$ cat src/rtl/lcd_bus_monitor.sv
// HD44780-side monitor for the 4-bit LCD bus.
// Decodes nibbles into commands/chars and mirrors the 80-byte DDRAM.
module lcd_bus_monitor #(
  parameter int SYNC_STAGES = 2,
  parameter int TIMEOUT     = 4095
) (
  input  logic       clk,
  input  logic       rst,
  input  logic       rs_in,
  input  logic       enable_in,
  input  logic [3:0] data_in,
  input  logic [6:0] rd_addr,
  output logic [7:0] rd_data,
  output logic       cmd_valid,
  output logic       char_valid,
  output logic [7:0] byte_out,
  output logic [6:0] addr_counter,
  output logic       mode_4bit,
  output logic       two_line,
  output logic       display_on,
  output logic       busy,
  output logic       protocol_err
);

  localparam int TW = $clog2(TIMEOUT + 1);

  typedef enum logic [1:0] {
    MODE8,
    HI,
    LO
  } rx_t;

  rx_t rx, rx_nx;

  logic [SYNC_STAGES:0] e_p;
  logic [SYNC_STAGES:0] r_p;
  logic [3:0]           d_p [0:SYNC_STAGES];

  logic          edge_det;
  logic          nrs;
  logic [3:0]    nib;
  logic [3:0]    hi_nib;
  logic          hi_rs;
  logic [TW-1:0] tmo_cnt;
  logic          incr;
  logic [6:0]    fill_idx;

  logic          hi_load;
  logic          byte_done;
  logic          byte_rs;
  logic [7:0]    byte_val;
  logic          rx_err;
  logic          is_fset;
  logic          ac_ok;
  logic [6:0]    ac_idx;
  logic [6:0]    ac_step;
  logic          char_we;

  logic [7:0]    mem [0:79];

  always_ff @(posedge clk) begin
    if (rst) begin
      e_p <= '0;
      r_p <= '0;
      d_p <= '{default: '0};
    end else begin
      e_p <= {e_p[SYNC_STAGES-1:0], enable_in};
      r_p <= {r_p[SYNC_STAGES-1:0], rs_in};
      d_p[0] <= data_in;
      for (int i = 1; i <= SYNC_STAGES; i++)
        d_p[i] <= d_p[i-1];
    end
  end

  // rs/data come from the same stage that still saw E high
  assign edge_det = e_p[SYNC_STAGES] & ~e_p[SYNC_STAGES-1];
  assign nib      = d_p[SYNC_STAGES];
  assign nrs      = r_p[SYNC_STAGES];

  always_ff @(posedge clk) begin
    if (rst) rx <= MODE8;
    else     rx <= rx_nx;
  end

  always_comb begin
    rx_nx     = rx;
    hi_load   = 1'b0;
    byte_done = 1'b0;
    byte_rs   = 1'b0;
    byte_val  = 8'h00;
    rx_err    = 1'b0;
    is_fset   = 1'b0;
    unique case (rx)
      MODE8: begin
        if (edge_det) begin
          byte_done = 1'b1;
          byte_val  = {nib, 4'h0};
        end
      end
      HI: begin
        if (edge_det) begin
          hi_load = 1'b1;
          rx_nx   = LO;
        end
      end
      LO: begin
        if (edge_det) begin
          rx_nx = HI;
          if (nrs != hi_rs) begin
            rx_err = 1'b1;
          end else begin
            byte_done = 1'b1;
            byte_rs   = hi_rs;
            byte_val  = {hi_nib, nib};
          end
        end else if (tmo_cnt == TW'(TIMEOUT)) begin
          rx_nx  = HI;
          rx_err = 1'b1;
        end
      end
      default: rx_nx = MODE8;
    endcase
    is_fset = byte_done & ~busy & ~byte_rs
            & (byte_val[7:5] == 3'b001);
    if (is_fset)
      rx_nx = byte_val[4] ? MODE8 : HI;
  end

  always_comb begin
    ac_ok   = 1'b0;
    ac_idx  = addr_counter;
    ac_step = addr_counter;
    if (two_line) begin
      ac_ok  = addr_counter[5:0] <= 6'd39;
      ac_idx = {1'b0, addr_counter[5:0]}
             + (addr_counter[6] ? 7'd40 : 7'd0);
      if (incr) begin
        unique case (1'b1)
          addr_counter == 7'h27: ac_step = 7'h40;
          addr_counter == 7'h67: ac_step = 7'h00;
          default:               ac_step = addr_counter + 7'd1;
        endcase
      end else begin
        unique case (1'b1)
          addr_counter == 7'h40: ac_step = 7'h27;
          addr_counter == 7'h00: ac_step = 7'h67;
          default:               ac_step = addr_counter - 7'd1;
        endcase
      end
    end else begin
      ac_ok = addr_counter <= 7'd79;
      if (incr)
        ac_step = (addr_counter == 7'h4F) ? 7'h00
                                          : addr_counter + 7'd1;
      else
        ac_step = (addr_counter == 7'h00) ? 7'h4F
                                          : addr_counter - 7'd1;
    end
  end

  assign char_we = byte_done & ~busy & byte_rs & ac_ok;

  always_ff @(posedge clk) begin
    if (rst) begin
      hi_nib       <= 4'h0;
      hi_rs        <= 1'b0;
      tmo_cnt      <= '0;
      incr         <= 1'b1;
      fill_idx     <= 7'd0;
      busy         <= 1'b1;
      cmd_valid    <= 1'b0;
      char_valid   <= 1'b0;
      byte_out     <= 8'h00;
      addr_counter <= 7'h00;
      mode_4bit    <= 1'b0;
      two_line     <= 1'b0;
      display_on   <= 1'b0;
      protocol_err <= 1'b0;
    end else begin
      cmd_valid  <= 1'b0;
      char_valid <= 1'b0;
      if (rx_err) protocol_err <= 1'b1;
      if (hi_load) begin
        hi_nib  <= nib;
        hi_rs   <= nrs;
        tmo_cnt <= '0;
      end else if (rx == LO && tmo_cnt != TW'(TIMEOUT)) begin
        tmo_cnt <= tmo_cnt + 1'b1;
      end
      if (busy) begin
        fill_idx <= fill_idx + 7'd1;
        if (fill_idx == 7'd79) busy <= 1'b0;
      end
      if (byte_done) begin
        if (busy) begin
          protocol_err <= 1'b1;
        end else if (byte_rs) begin
          if (ac_ok) begin
            char_valid   <= 1'b1;
            byte_out     <= byte_val;
            addr_counter <= ac_step;
          end else begin
            protocol_err <= 1'b1;
          end
        end else begin
          cmd_valid <= 1'b1;
          byte_out  <= byte_val;
          unique case (1'b1)
            byte_val[7]: addr_counter <= byte_val[6:0];
            byte_val[7:5] == 3'b001: begin
              two_line  <= byte_val[3];
              mode_4bit <= ~byte_val[4];
            end
            byte_val[7:3] == 5'b00001: display_on <= byte_val[2];
            byte_val[7:2] == 6'b000001: incr <= byte_val[1];
            byte_val[7:1] == 7'b0000001: addr_counter <= 7'h00;
            byte_val == 8'h01: begin
              addr_counter <= 7'h00;
              incr         <= 1'b1;
              busy         <= 1'b1;
              fill_idx     <= 7'd0;
            end
            default: ;
          endcase
        end
      end
    end
  end

  // fill and char writes never collide: chars are dropped while busy
  always_ff @(posedge clk) begin
    if (busy)         mem[fill_idx] <= 8'h20;
    else if (char_we) mem[ac_idx]   <= byte_val;
    rd_data <= (rd_addr < 7'd80) ? mem[rd_addr] : 8'h20;
  end

endmodule

$ cat config.mk
export PLATFORM = sky130hd
export DESIGN_NAME = lcd_bus_monitor
export DESIGN_NICKNAME = d
export VERILOG_FILES = /design/src/rtl/lcd_bus_monitor.sv
export SDC_FILE = /design/constraint.sdc
export NUM_CORES = 1
export LEC_CHECK = 0
export BUFFER_PORTS_ARGS = -buffer_cell sky130_fd_sc_hd__clkbuf_2
export CORE_MARGIN = 5
export CORE_UTILIZATION = 30
export CTS_CLUSTER_DIAMETER = 30
export CTS_CLUSTER_SIZE = 40
export DETAILED_ROUTE_END_ITERATION = 16
export PLACE_DENSITY_LB_ADDON = 0.05
export SLEW_MARGIN = 30
export SYNTH_ARGS = -nofsm -noshare
export SYNTH_HDL_FRONTEND = slang
export SYNTH_SLANG_ARGS = --single-unit
$ cat constraint.sdc
create_clock -name clk -period 5.5 [get_ports clk]
set_input_delay 1.1 -clock clk [delete_from_list [all_inputs] [get_ports clk]]
set_output_delay 1.1 -clock clk [all_outputs]
set_load 0.01 [all_outputs]
==> summary.md <==
| Metric | Value |
|---|---|
| Remaining DRCs | `0` |
| Kind of critical path | `register to register` |
| Die width | `322 um` |
| Share of cells above drive strength 1 | `27.9%` |
| Largest cells by area after synthesis | `edfxtp_1, mux4_2, dfxtp_1` |
| CTS Buffer Depth | `3` |
| Layout Skew | `0.0403 ns` |
| Post-synth top area cell | `edfxtp_1` |
| DR pass1 iterations | `5` |
| F_max | `0.242 GHz` |
| First-pass GRT wire length | `123 mm` |
| Cell Rows | `114` |
| Top Ports | `45` |
| Hold crit path type | `register to register` |
| Setup crit end kind | `register` |
| Iter 0 DRT Violations | `1,105` |
| Post-Syn Area | `29,200 sq um` |
| Tot GR Track Use | `16.4%` |
| DP HPWL | `54.2 mm` |
| Setup TNS | `0 ns` |
| Share of the synthesized area in the top cell type | `65.8%` |
| Critical Path RT | `5.85 ns` |
| Pwr/cell area | `449 nW/um^2` |
| Syn_nets | `1,743` |
| Pin count of the biggest net entering global routing | `77` |
| Grt total ovfl | `0` |
| Area growth, synth to finish | `27.4%` |
| Worst slew pin tran | `0.999 ns` |
| Syn avg cell area | `17.0 sq um` |
| Drt via density | `4.91` |
| H-tree depth | `4` |
| Die Area | `104,000 sq um` |
| Yosys warnings | `0` |
| Pleak | `13.2 nW` |
| CP startpoint kind | `register` |
| CTS clk-pin slew, worst paths | `0.04 ns` |
| CTS buffer count | `173` |
| Final setup fails | `0` |
| Hold slack | `0.425 ns` |
| Ant. Diodes | `0` |
| Grt met2 use | `26.5%` |
| Die height | `322 um` |
| Total routed wirelength | `84.4 mm` |
| Clock latency at the later pin of the worst-skew pair | `0.74 ns` |
| # port buffers | `44` |
| Most common cell after layout, fill and taps aside | `edfxtp_1` |
| Final worst path period need | `4.14 ns` |
| GRT met3 Usage | `3.32%` |
| GRT Max-Usage Layer | `met2` |
| Status | `finished, final reports clean` |
| Yosys cell types | `73` |
| Initial Utilization | `30.2%` |
| WP data arrival | `4.48 ns` |
| Normalized max-slew margin | `33.2%` |
| Root Buffer | `clkbuf_16` |
| RSZ-0062 raised after global routing | `false` |
| CTS tree | `done` |
| Via count | `16,300` |
| FFs w/ async S/R, synth | `0%` |
| # Max-Cap Violations | `0` |
| Synth Flop Type | `edfxtp_1` |
| Initial antenna violation count | `2` |
| Number of flops mapped to enable cells by yosys | `640` |
| Sink Count | `715` |
| Cts hold-fix bufs | `0` |
| Drt wl/cell | `25.5 um` |
| Routability cong. | `0.798` |
| Tcrit/Tclk final | `75.2%` |
| Worst vdd ir | `0.000264 V` |
| Max FO, Critical Path | `20` |
| Cell count after synthesis | `1,718` |
| Seq/Total Area, Yosys | `71.0%` |
| Most frequent cells in the layout | `edfxtp_1, clkbuf_16, mux4_2` |
| Post-CTS Setup Bufs | `0` |
| Final Slew Violations | `0` |
| Seq cells post-synth | `715` |
| Post-cts sizing count | `0` |
| Final count of hold timing violations | `0` |
| GR met1 Demand/Resource | `22.4%` |
| Vias in the first global route | `17,300` |
| Final #Nets | `1,911` |
| Antenna Violating Nets Remaining | `0` |
| Core Region | `96,700 sq um` |
## worst paths after layout
check,startpoint,endpoint,slack [ns],cells past startpoint
max,addr_counter[3],mem[19][2],1.36,7
min,d_p[7],nib[3],0.42,1
max reg2reg,addr_counter[3],mem[19][2],1.36,7
min reg2reg,d_p[7],nib[3],0.42,1
## layer usage
layer  part of all wire, %  routed length (um)
met2                    48               40800
met1                    46               38800
met4                   1.9                1630
met5                     0                   0
met3                   3.8                3200
## where the power goes
| part | switching [mW] | internal, mW |
|---|---|---|
| sequential | 0.0213 | 5.89 |
| combinational | 0.249 | 0.145 |
| clock | 3.21 | 7.22 |
## critical path, stage by stage, from the launching register on
cell      delay, ns
dfxtp_1        0.79
nand2b_1       0.32
o31ai_2        0.41
o211ai_2       0.27
buf_4          0.28
nor3_1         0.48
o21ai_0        0.40
nor2_1         0.78
## layout make-up
| cell class | count | area (sq um) |
|---|---|---|
| sequential | 715 | 20700 |
| tap | 1276 | 1600 |
| clock inverter | 118 | 1500 |
| multi-input combinational | 893 | 8060 |
| timing repair buffer | 90 | 687 |
| inverter | 13 | 48.8 |
| fill | 9033 | 59500 |
| clock buffer | 206 | 4600 |
## per-stage QoR
stage / power, mW / worst slack [ns] / util, % / instance area [sq um] / std cells
2_1_floorplan: 6.24 / 1.19 / - / 29200 / 1718
3_3_place_gp: 6.41 / 1.46 / 32.1 / 31100 / 2987
6_report: 16.7 / 1.36 / 38.5 / 37200 / 3311
5_1_grt: 17.3 / 0.964 / 38.5 / 37200 / 3311
3_5_place_dp: 6.40 / 1.30 / 32.1 / 31100 / 2987
4_1_cts: 16.9 / 1.30 / 38.4 / 37200 / 3311
## registers in the layout, indices dropped and copies added, names as in the netlist, 7 cells and up
| name | count |
|---|---|
| addr_counter | 7 |
| rd_data | 8 |
| d_p | 8 |
| fill_idx | 7 |
| tmo_cnt | 12 |
| mem | 640 |
| byte_out | 8 |
## Yosys cell counts, drive strengths merged (12+ instances only)
cell type,n
edfxtp,640
nor2,149
mux4,138
mux2i,86
dfxtp,75
nand2,71
a21oi,54
buf,50
clkbuf,47
a22oi,46
nor2b,37
a31oi,35
nand3,34
nor3,32
o21ai,25
nand2b,16
mux2,14
and2,13
inv,13
xnor2,13
o22ai,12
## cells by family after synthesis
logic type,Yosys count,share of synthesized area (%)
AOI/OAI and AO/OA,224,5.40
xor gates and xnor gates,22,0.660
adders and majority gates,10,0.429
buffers and inverters,110,1.69
DFF,715,71.0
muxes,238,14.1
and+or+nand+nor,399,6.70
No activity file was read; power rests on OpenSTA's default activity.
